File: config.mk
export PLATFORM = sky130hd
export DESIGN_NAME = local_history_bp_fwd
export DESIGN_NICKNAME = d
export VERILOG_FILES = /design/src/rtl/local_history_bp_fwd.sv
export SDC_FILE = /design/constraint.sdc
export NUM_CORES = 2
export LEC_CHECK = 0
export CORE_ASPECT_RATIO = 1.4
export CORE_MARGIN = 5
export CORE_UTILIZATION = 40
export DETAILED_ROUTE_END_ITERATION = 10
export PLACE_DENSITY_LB_ADDON = 0.12
export REMOVE_ABC_BUFFERS = 1
export SLEW_MARGIN = 25
export SYNTH_ARGS = -nofsm -noshare
export SYNTH_HDL_FRONTEND = slang
export SYNTH_SLANG_ARGS = --single-unit
File: constraint.sdc
create_clock -name clk -period 28.9 [get_ports clk]
set_input_delay 5.78 -clock clk [delete_from_list [all_inputs] [get_ports clk]]
set_output_delay 5.78 -clock clk [all_outputs]
set_load 0.01 [all_outputs]
File: src/rtl/local_history_bp_fwd.sv
// Local-history branch direction predictor: PC-hashed BHT selects a PHT counter.
// Adds a post-reset table sweep, D/E/M history forwarding and write-first table bypass.
module local_history_bp_fwd #(
  parameter int XLEN = 32,
  parameter int m    = 6,
  parameter int k    = 10,
  parameter int CTRW = 2,
  parameter int FWD  = 1
) (
  input  logic            clk,
  input  logic            reset,
  input  logic            StallF,
  input  logic            StallD,
  input  logic            StallE,
  input  logic            StallM,
  input  logic            StallW,
  input  logic            FlushD,
  input  logic            FlushE,
  input  logic            FlushM,
  input  logic            FlushW,
  input  logic [XLEN-1:0] PCNextF,
  input  logic [XLEN-1:0] PCM,
  input  logic            BranchE,
  input  logic            BranchM,
  input  logic            PCSrcE,
  output logic [CTRW-1:0] BPDirD,
  output logic            BPDirWrongE,
  output logic            InitBusy
);

  localparam logic [CTRW-1:0] WNT     = {1'b0, {(CTRW-1){1'b1}}};
  localparam logic [CTRW-1:0] CTR_MAX = '1;

  typedef enum logic {CLEAR, RUN} state_t;
  state_t state, state_n;
  logic [k-1:0] ci;
  logic         run;

  logic [k-1:0]    bht [2**m];
  logic [CTRW-1:0] pht [2**k];

  logic [m-1:0]    idx_fetch, idx_f, idx_d, idx_e, idx_m, idx_w;
  logic [k-1:0]    lhr_fetch, lhr_f, lhr_d, lhr_e, lhr_m, lhr_w;
  logic [CTRW-1:0] ctr_d, ctr_e, ctr_m, new_ctr_m, new_ctr_w, pht_rd;
  logic            vld_d, pcsrc_m, pcsrc_w, branch_w, we;
  logic [k-1:0]    bht_wd;

  // The index only needs PC[m+1:1]; PCM adds nothing beyond the pipelined IdxM.
  logic unused_pc;
  assign unused_pc = ^{PCM, PCNextF[XLEN-1:m+2], PCNextF[0]};

  always_ff @(posedge clk) begin
    if (reset) begin
      state <= CLEAR;
      ci    <= '0;
    end else begin
      state <= state_n;
      if (state == CLEAR) ci <= ci + 1'b1;
    end
  end

  always_comb begin
    state_n = state;
    if (state == CLEAR && ci == '1) state_n = RUN;
  end

  assign run      = (state == RUN);
  assign InitBusy = ~run;

  assign idx_fetch = {PCNextF[m+1] ^ PCNextF[1], PCNextF[m:2]};
  assign we        = branch_w & ~StallW & ~FlushW & run;
  assign bht_wd    = {pcsrc_w, lhr_w[k-1:1]};

  // Later assignments win: M > E > D > W bypass > table read.
  always_comb begin
    lhr_fetch = bht[idx_fetch];
    if (we && idx_w == idx_fetch) lhr_fetch = bht_wd;
    if (FWD != 0) begin
      if (vld_d && idx_d == idx_fetch)   lhr_fetch = {ctr_d[CTRW-1], lhr_d[k-1:1]};
      if (BranchE && idx_e == idx_fetch) lhr_fetch = {ctr_e[CTRW-1], lhr_e[k-1:1]};
      if (BranchM && idx_m == idx_fetch) lhr_fetch = {pcsrc_m, lhr_m[k-1:1]};
    end
    if (!run) lhr_fetch = '0;
  end

  assign pht_rd = (we && lhr_w == lhr_f) ? new_ctr_w : pht[lhr_f];

  always_ff @(posedge clk) begin
    if (!run) begin
      pht[ci]        <= WNT;
      bht[ci[m-1:0]] <= '0;
    end else if (we) begin
      pht[lhr_w] <= new_ctr_w;
      bht[idx_w] <= bht_wd;
    end
  end

  always_ff @(posedge clk) begin
    if (reset) begin
      idx_f <= '0; lhr_f <= '0;
    end else if (!StallF) begin
      idx_f <= idx_fetch; lhr_f <= lhr_fetch;
    end
  end

  always_ff @(posedge clk) begin
    if (reset || FlushD) begin
      vld_d <= 1'b0; idx_d <= '0; lhr_d <= '0; ctr_d <= '0;
    end else if (!StallD) begin
      vld_d <= 1'b1; idx_d <= idx_f; lhr_d <= lhr_f; ctr_d <= run ? pht_rd : WNT;
    end
  end

  always_ff @(posedge clk) begin
    if (reset || FlushE) begin
      idx_e <= '0; lhr_e <= '0; ctr_e <= '0;
    end else if (!StallE) begin
      idx_e <= idx_d; lhr_e <= lhr_d; ctr_e <= ctr_d;
    end
  end

  always_ff @(posedge clk) begin
    if (reset || FlushM) begin
      idx_m <= '0; lhr_m <= '0; ctr_m <= '0; pcsrc_m <= 1'b0;
    end else if (!StallM) begin
      idx_m <= idx_e; lhr_m <= lhr_e; ctr_m <= ctr_e; pcsrc_m <= PCSrcE;
    end
  end

  always_comb begin
    new_ctr_m = ctr_m;
    if (pcsrc_m && ctr_m != CTR_MAX)   new_ctr_m = ctr_m + 1'b1;
    else if (!pcsrc_m && ctr_m != '0) new_ctr_m = ctr_m - 1'b1;
  end

  always_ff @(posedge clk) begin
    if (reset || FlushW) begin
      idx_w <= '0; lhr_w <= '0; new_ctr_w <= '0; pcsrc_w <= 1'b0; branch_w <= 1'b0;
    end else if (!StallW) begin
      idx_w <= idx_m; lhr_w <= lhr_m; new_ctr_w <= new_ctr_m; pcsrc_w <= pcsrc_m;
      branch_w <= BranchM & run;
    end
  end

  assign BPDirD      = run ? ctr_d : WNT;
  assign BPDirWrongE = run & BranchE & (PCSrcE != ctr_e[CTRW-1]);

endmodule
# After elaboration in Yosys (flattened, before gate mapping)
# Memories as Yosys holds them, arrays and structs flattened. A register that Yosys moved wholly into a read port is not among the register bits.
# Cells that the tools add are included.
# word_totals
output_inout_bits	4
inputBits	78
mem_count	2
reg_bits	103
elab_cells	81
ramBits	2688
# mem_list
name	words	width	rd	rd_clocked_by_memory_dff	write_ports	line	source
pht	1024	2	1	1	1	40	logic [CTRW-1:0] pht [2**k];
bht	64	10	1	0	1	39	logic [k-1:0] bht [2**m];
# classes
bitwise_logic	10
reduce_logical	16
muxes	22
n_eq_ne	8
add_sub_neg	3
# op_table
operator	count
$mux 10	9
$eq 6x6->1	4
$mux 2	6
$add 10x1->10 const B	1
$eq 10x10->1	1
$eq 10x10->1 const B	1
$reduce_or 10->1	1
$logic_and 1x1->1	8
$and 1x1->1	6
$mux 1	6
$mux 6	1
$logic_or 1x1->1	4
$not 1->1	3
$add 2x1->2 const B	1
$ne 2x2->1 const B	1
$reduce_bool 2->1	1
$reduce_or 2->1	1
$sub 2x1->2 const B	1
$logic_not 1->1	1
$ne 1x1->1	1
$xor 1x1->1	1

# Logic depth before layout (Yosys ltp)
# logic_depth
word_depth	12
depth_mapped	15
mapped_depth_nobuf	9

# Least setup slack after synthesis
# OpenSTA, ideal clock, no wires.
# synth_path
path_kind	input port to flip-flop
from	input port StallW
to	memory pht[0][0] (data pin)
path_buffers	5
setup_ns	2.999
cell_stages	8
arrival_time_ns	19.693
path_slack_ns	6.207
path_cell_list	clkbuf_1 > nor3b_1 > and2_1 > clkbuf_1 > buf_2 > buf_2 > buf_2 > nand2b_1
# synth_between
elab_chain_len	9
# synth_rtl
element	line	source
from (decl)	16	input logic StallW,
$not 1->1	71	assign we = branch_w & ~StallW & ~FlushW & run;
$and 1x1->1 (3 in a row)	71	
$mux 1	92	end else if (we) begin
$mux 1	89	if (!run) begin
$mux 1 (not written as such)	93	pht[lhr_w] <= new_ctr_w;
$reduce_or 2->1 (no line)	--	
$mux 2 (no line)	--	
to (decl)	40	
# Every way passes these cells.

# Worst setup path after layout
# layout_path
from	input port PCSrcE
to	output port BPDirWrongE
# layout_between
elab_chain_len	2
# layout_rtl
element	line	source
from (decl)	25	input logic PCSrcE,
$ne 1x1->1	146	assign BPDirWrongE = run & BranchE & (PCSrcE != ctr_e[CTRW-1]);
$and 1x1->1	146	
to (decl)	27	output logic BPDirWrongE,
# Every way passes these cells.

==> results.py <==
metrics = {
    "outcome": {
        "status": "finished clean",
    },
    "cts": {
        "clk_latency_ns": 0.85,
        "postCtsResizedCells": 0,
        "cts_buffer_depth": 4,
        "cts_buffers": 285,
        "clockRootBuffer": "clkbuf_16",
        "cts_sinks": 2801,
        "clkSlewWorstSetupHoldPaths_ns": 0.06,
        "cts_hold_buffers": 0,
        "cts-htree-levels": 5,
        "cts_tree": "built",
        "cts_setup_buffers": 0,
    },
    "floorplan": {
        "chipWidth_um": 460,
        "coreArea_um2": 283000,
        "die_h_um": 641,
        "rows": 231,
        "start_util_pct": 40.2,
        "io-pin-count": 82,
        "die-area_um2": 295000,
    },
    "final_layout": {
        "finalNetCount": 6325,
        "areaGrowthSynthToFinish_pct": 11.7,
        "drive_gt1_share_pct": 22.4,
        "final_core_util_pct": 44.9,
        "fillers": 24525,
    },
    "drt": {
        "vias": 58694,
        "drt-initial-drc-count": 5445,
        "first_pass_iters": 6,
        "wire_per_inst_um": 32.3,
        "drtAntennaViolNets": 0,
        "drc": 0,
        "drt-vias-per-instance": 5.76,
        "wl_um": 329000,
    },
    "timing": {
        "setup_tns_ns": 0,
        "max_slew.worst_pin.slew_ns": 1.09,
        "rsz0062_at_grt": "false",
        "drv_slew": 0,
        "finalCriticalPeriod_ns": 12.89,
        "slew_headroom_pct": 27.2,
        "setup_viol": 0,
        "finalHoldViolations": 0,
        "fin_crit_sh_pct": 44.6,
        "skew_ns": 0.0476,
        "fin_ws_ns": 16.01,
        "fmax_ghz": 0.0776,
    },
    "yosys": {
        "synth_cell_type_count": 68,
        "synth_compound_area_share_pct": 1.71,
        "synth_edf_count": 2688,
        "synth_seq_cells": 2801,
        "synth-adder-area-share_pct": 0.0330,
        "synthMuxAreaShare_pct": 16.8,
        "netlist.area_leader.share_pct": 71.1,
        "yosysMostFrequentCell": "edfxtp_1",
        "async_flop_share_pct": 0,
        "synth_top_family_by_area": "multiplexers",
        "synth.top_cells.by_area": "edfxtp_1, mux4_2, nor2_1",
        "yosysTopAreaCell": "edfxtp_1",
        "syn_inst": 6250,
        "synth.avg_cell_area_um2": 18.2,
        "synth_top_cells_by_count": "edfxtp_1, nor2_1, mux4_2",
        "yosys_warnings": 0,
        "yosysSeqAreaShare_pct": 73.1,
        "synthXorXnorAreaFrac_pct": 0.339,
        "netlist_area_um2": 114000,
        "ys.flop_type": "edfxtp_1",
        "synth-simple-area-share_pct": 5.92,
    },
    "pwr": {
        "ir_drop_mv": 0.0492,
        "power_w": 0.00813,
        "power_density_nw_per_um2": 64.1,
        "p_leak_nw": 43.0,
    },
    "global_routing": {
        "grt_pass1_wl_um": 465000,
        "grt-ovfl-total": 0,
        "grt_pass1_vias": 61870,
        "grt_max_degree": 263,
        "antenna_found_initial": 11,
        "grtUsageTotal_pct": 22.1,
    },
    "setup_path": {
        "required_ns": 23.12,
        "cp-start-kind": "input pin",
        "critPathKind": "in2out",
        "ff2ff_setup_slack_ns": 22.61,
        "critPathMaxFanout": 2,
        "r2r_cells": 9,
        "r2r-end": "ctr_d[1]",
        "cp-endpoint": "BPDirWrongE",
        "crit_path_end_kind": "output pin",
        "cp-startpoint": "PCSrcE",
        "crit_arrival_ns": 7.11,
    },
    "min_path": {
        "hold_path_class": "reg2reg",
        "whs_path_depth": 2,
    },
    "flow_run": {
        "max_cap_violations": 0,
    },
    "place": {
        "dp_hpwl_um": 188000,
        "io_buffers": 24,
        "dp_slack_ns": 16.02,
        "place_congestion": 0.801,
    },
}
## where the power goes
part,total [W],switching [W],leakage [nW],internal [W]
sequential,0.00439,0.00000271,30.2,0.00438
clock,0.00362,0.00156,4.39,0.00206
combinational,0.000122,0.0000833,8.40,0.0000387
## kinds of logic after synthesis
kind of cell,count (synthesis)
simple gates,1673
xor+xnor,44
flops,2801
fa+ha+maj,3
compound gates,285
mux,958
buf+inv,486
## how the worst min path moves through the flow
stage                     start    end  slack [ns]
after global routing      vld_d  vld_d        0.47
final                     vld_d  vld_d        0.47
after detailed placement  vld_d  vld_d        0.45
after CTS                 vld_d  vld_d        0.46
after global placement    vld_d  vld_d        0.45
after floorplan           vld_d  vld_d        0.43
## metrics by stage
| step | cell area [um^2] | cells | hold WS [ns] |
|---|---|---|---|
| detailed placement | 118000 | 9680 | 0.451 |
| finish | 127000 | 10193 | 0.465 |
| global placement | 118000 | 9680 | 0.447 |
| CTS | 127000 | 10185 | 0.461 |
| global route | 127000 | 10191 | 0.468 |
| floorplan | 111000 | 5782 | 0.430 |
## metal layers
| layer | wire, um | up-vias | track usage [%] |
|---|---|---|---|
| met3 | 15700 | 470 | 2.76 |
| met5 | 0 | - | 0 |
| met1 | 127000 | 31865 | 27.7 |
| li1 | - | 24608 | - |
| met2 | 175000 | 1751 | 40.0 |
| met4 | 11200 | 0 | 6.85 |
## flip-flops by register name (all words and copies together) (netlist names), 10 cells and up, named ones only
name	flops
bht	640
lhr_m	10
pht	2048
lhr_d	10
ci	10
lhr_f	10
lhr_e	10
lhr_w	10
## cells in the final DEF, fill, tap and decap left out, drive strengths merged, types with 8 or more instances in the layout
| cell | netlist | routed |
|---|---|---|
| a31oi | 22 | 22 |
| o22ai | 14 | 14 |
| a22oi | 21 | 21 |
| o221ai | 12 | 12 |
| clkbuf | 225 | 344 |
| xor2 | 34 | 34 |
| and2 | 16 | 16 |
| a221oi | 13 | 13 |
| nor2 | 1246 | 1246 |
| a2111oi | 9 | 9 |
| a211oi | 35 | 35 |
| nand3 | 33 | 33 |
| clkdlybuf4s50 | 0 | 21 |
| clkinv | 1 | 128 |
| edfxtp | 2688 | 2688 |
| mux4 | 753 | 753 |
| and3 | 21 | 21 |
| mux2 | 18 | 18 |
| nor3 | 18 | 18 |
| nand2b | 10 | 10 |
| a21oi | 64 | 64 |
| nand2 | 240 | 240 |
| or3 | 9 | 9 |
| mux2i | 187 | 187 |
| o21ai | 37 | 37 |
| nand4 | 14 | 14 |
| dfxtp | 113 | 113 |
| inv | 17 | 24 |
| xnor2 | 10 | 10 |
| buf | 243 | 154 |
| o211ai | 16 | 16 |
| or2 | 8 | 8 |
| nor4 | 11 | 11 |
| nand3b | 16 | 16 |
| bufinv | 0 | 20 |
| nor2b | 21 | 21 |
## final cells by class
class / instances / area, um^2 / share of cell area [%]
flip-flops and latches: 2801 / 83000 / 65.4
clock inverters: 161 / 1320 / 1.04
well taps: 3728 / 4660 / 3.68
repair buffers: 175 / 1600 / 1.26
multi-input cells: 2963 / 28600 / 22.5
diodes: 3 / 7.51 / 0.00592
clock buffers: 344 / 7620 / 6.01
inverters: 18 / 75.1 / 0.0592
## worst max-delay path, cell delays in order
cell and delay (ns):
clkdlybuf4s50_1 0.49, xor2_1 0.13, and3_1 0.17, clkdlybuf4s50_1 0.53
Note: power is estimated with default switching activity, not from simulation.
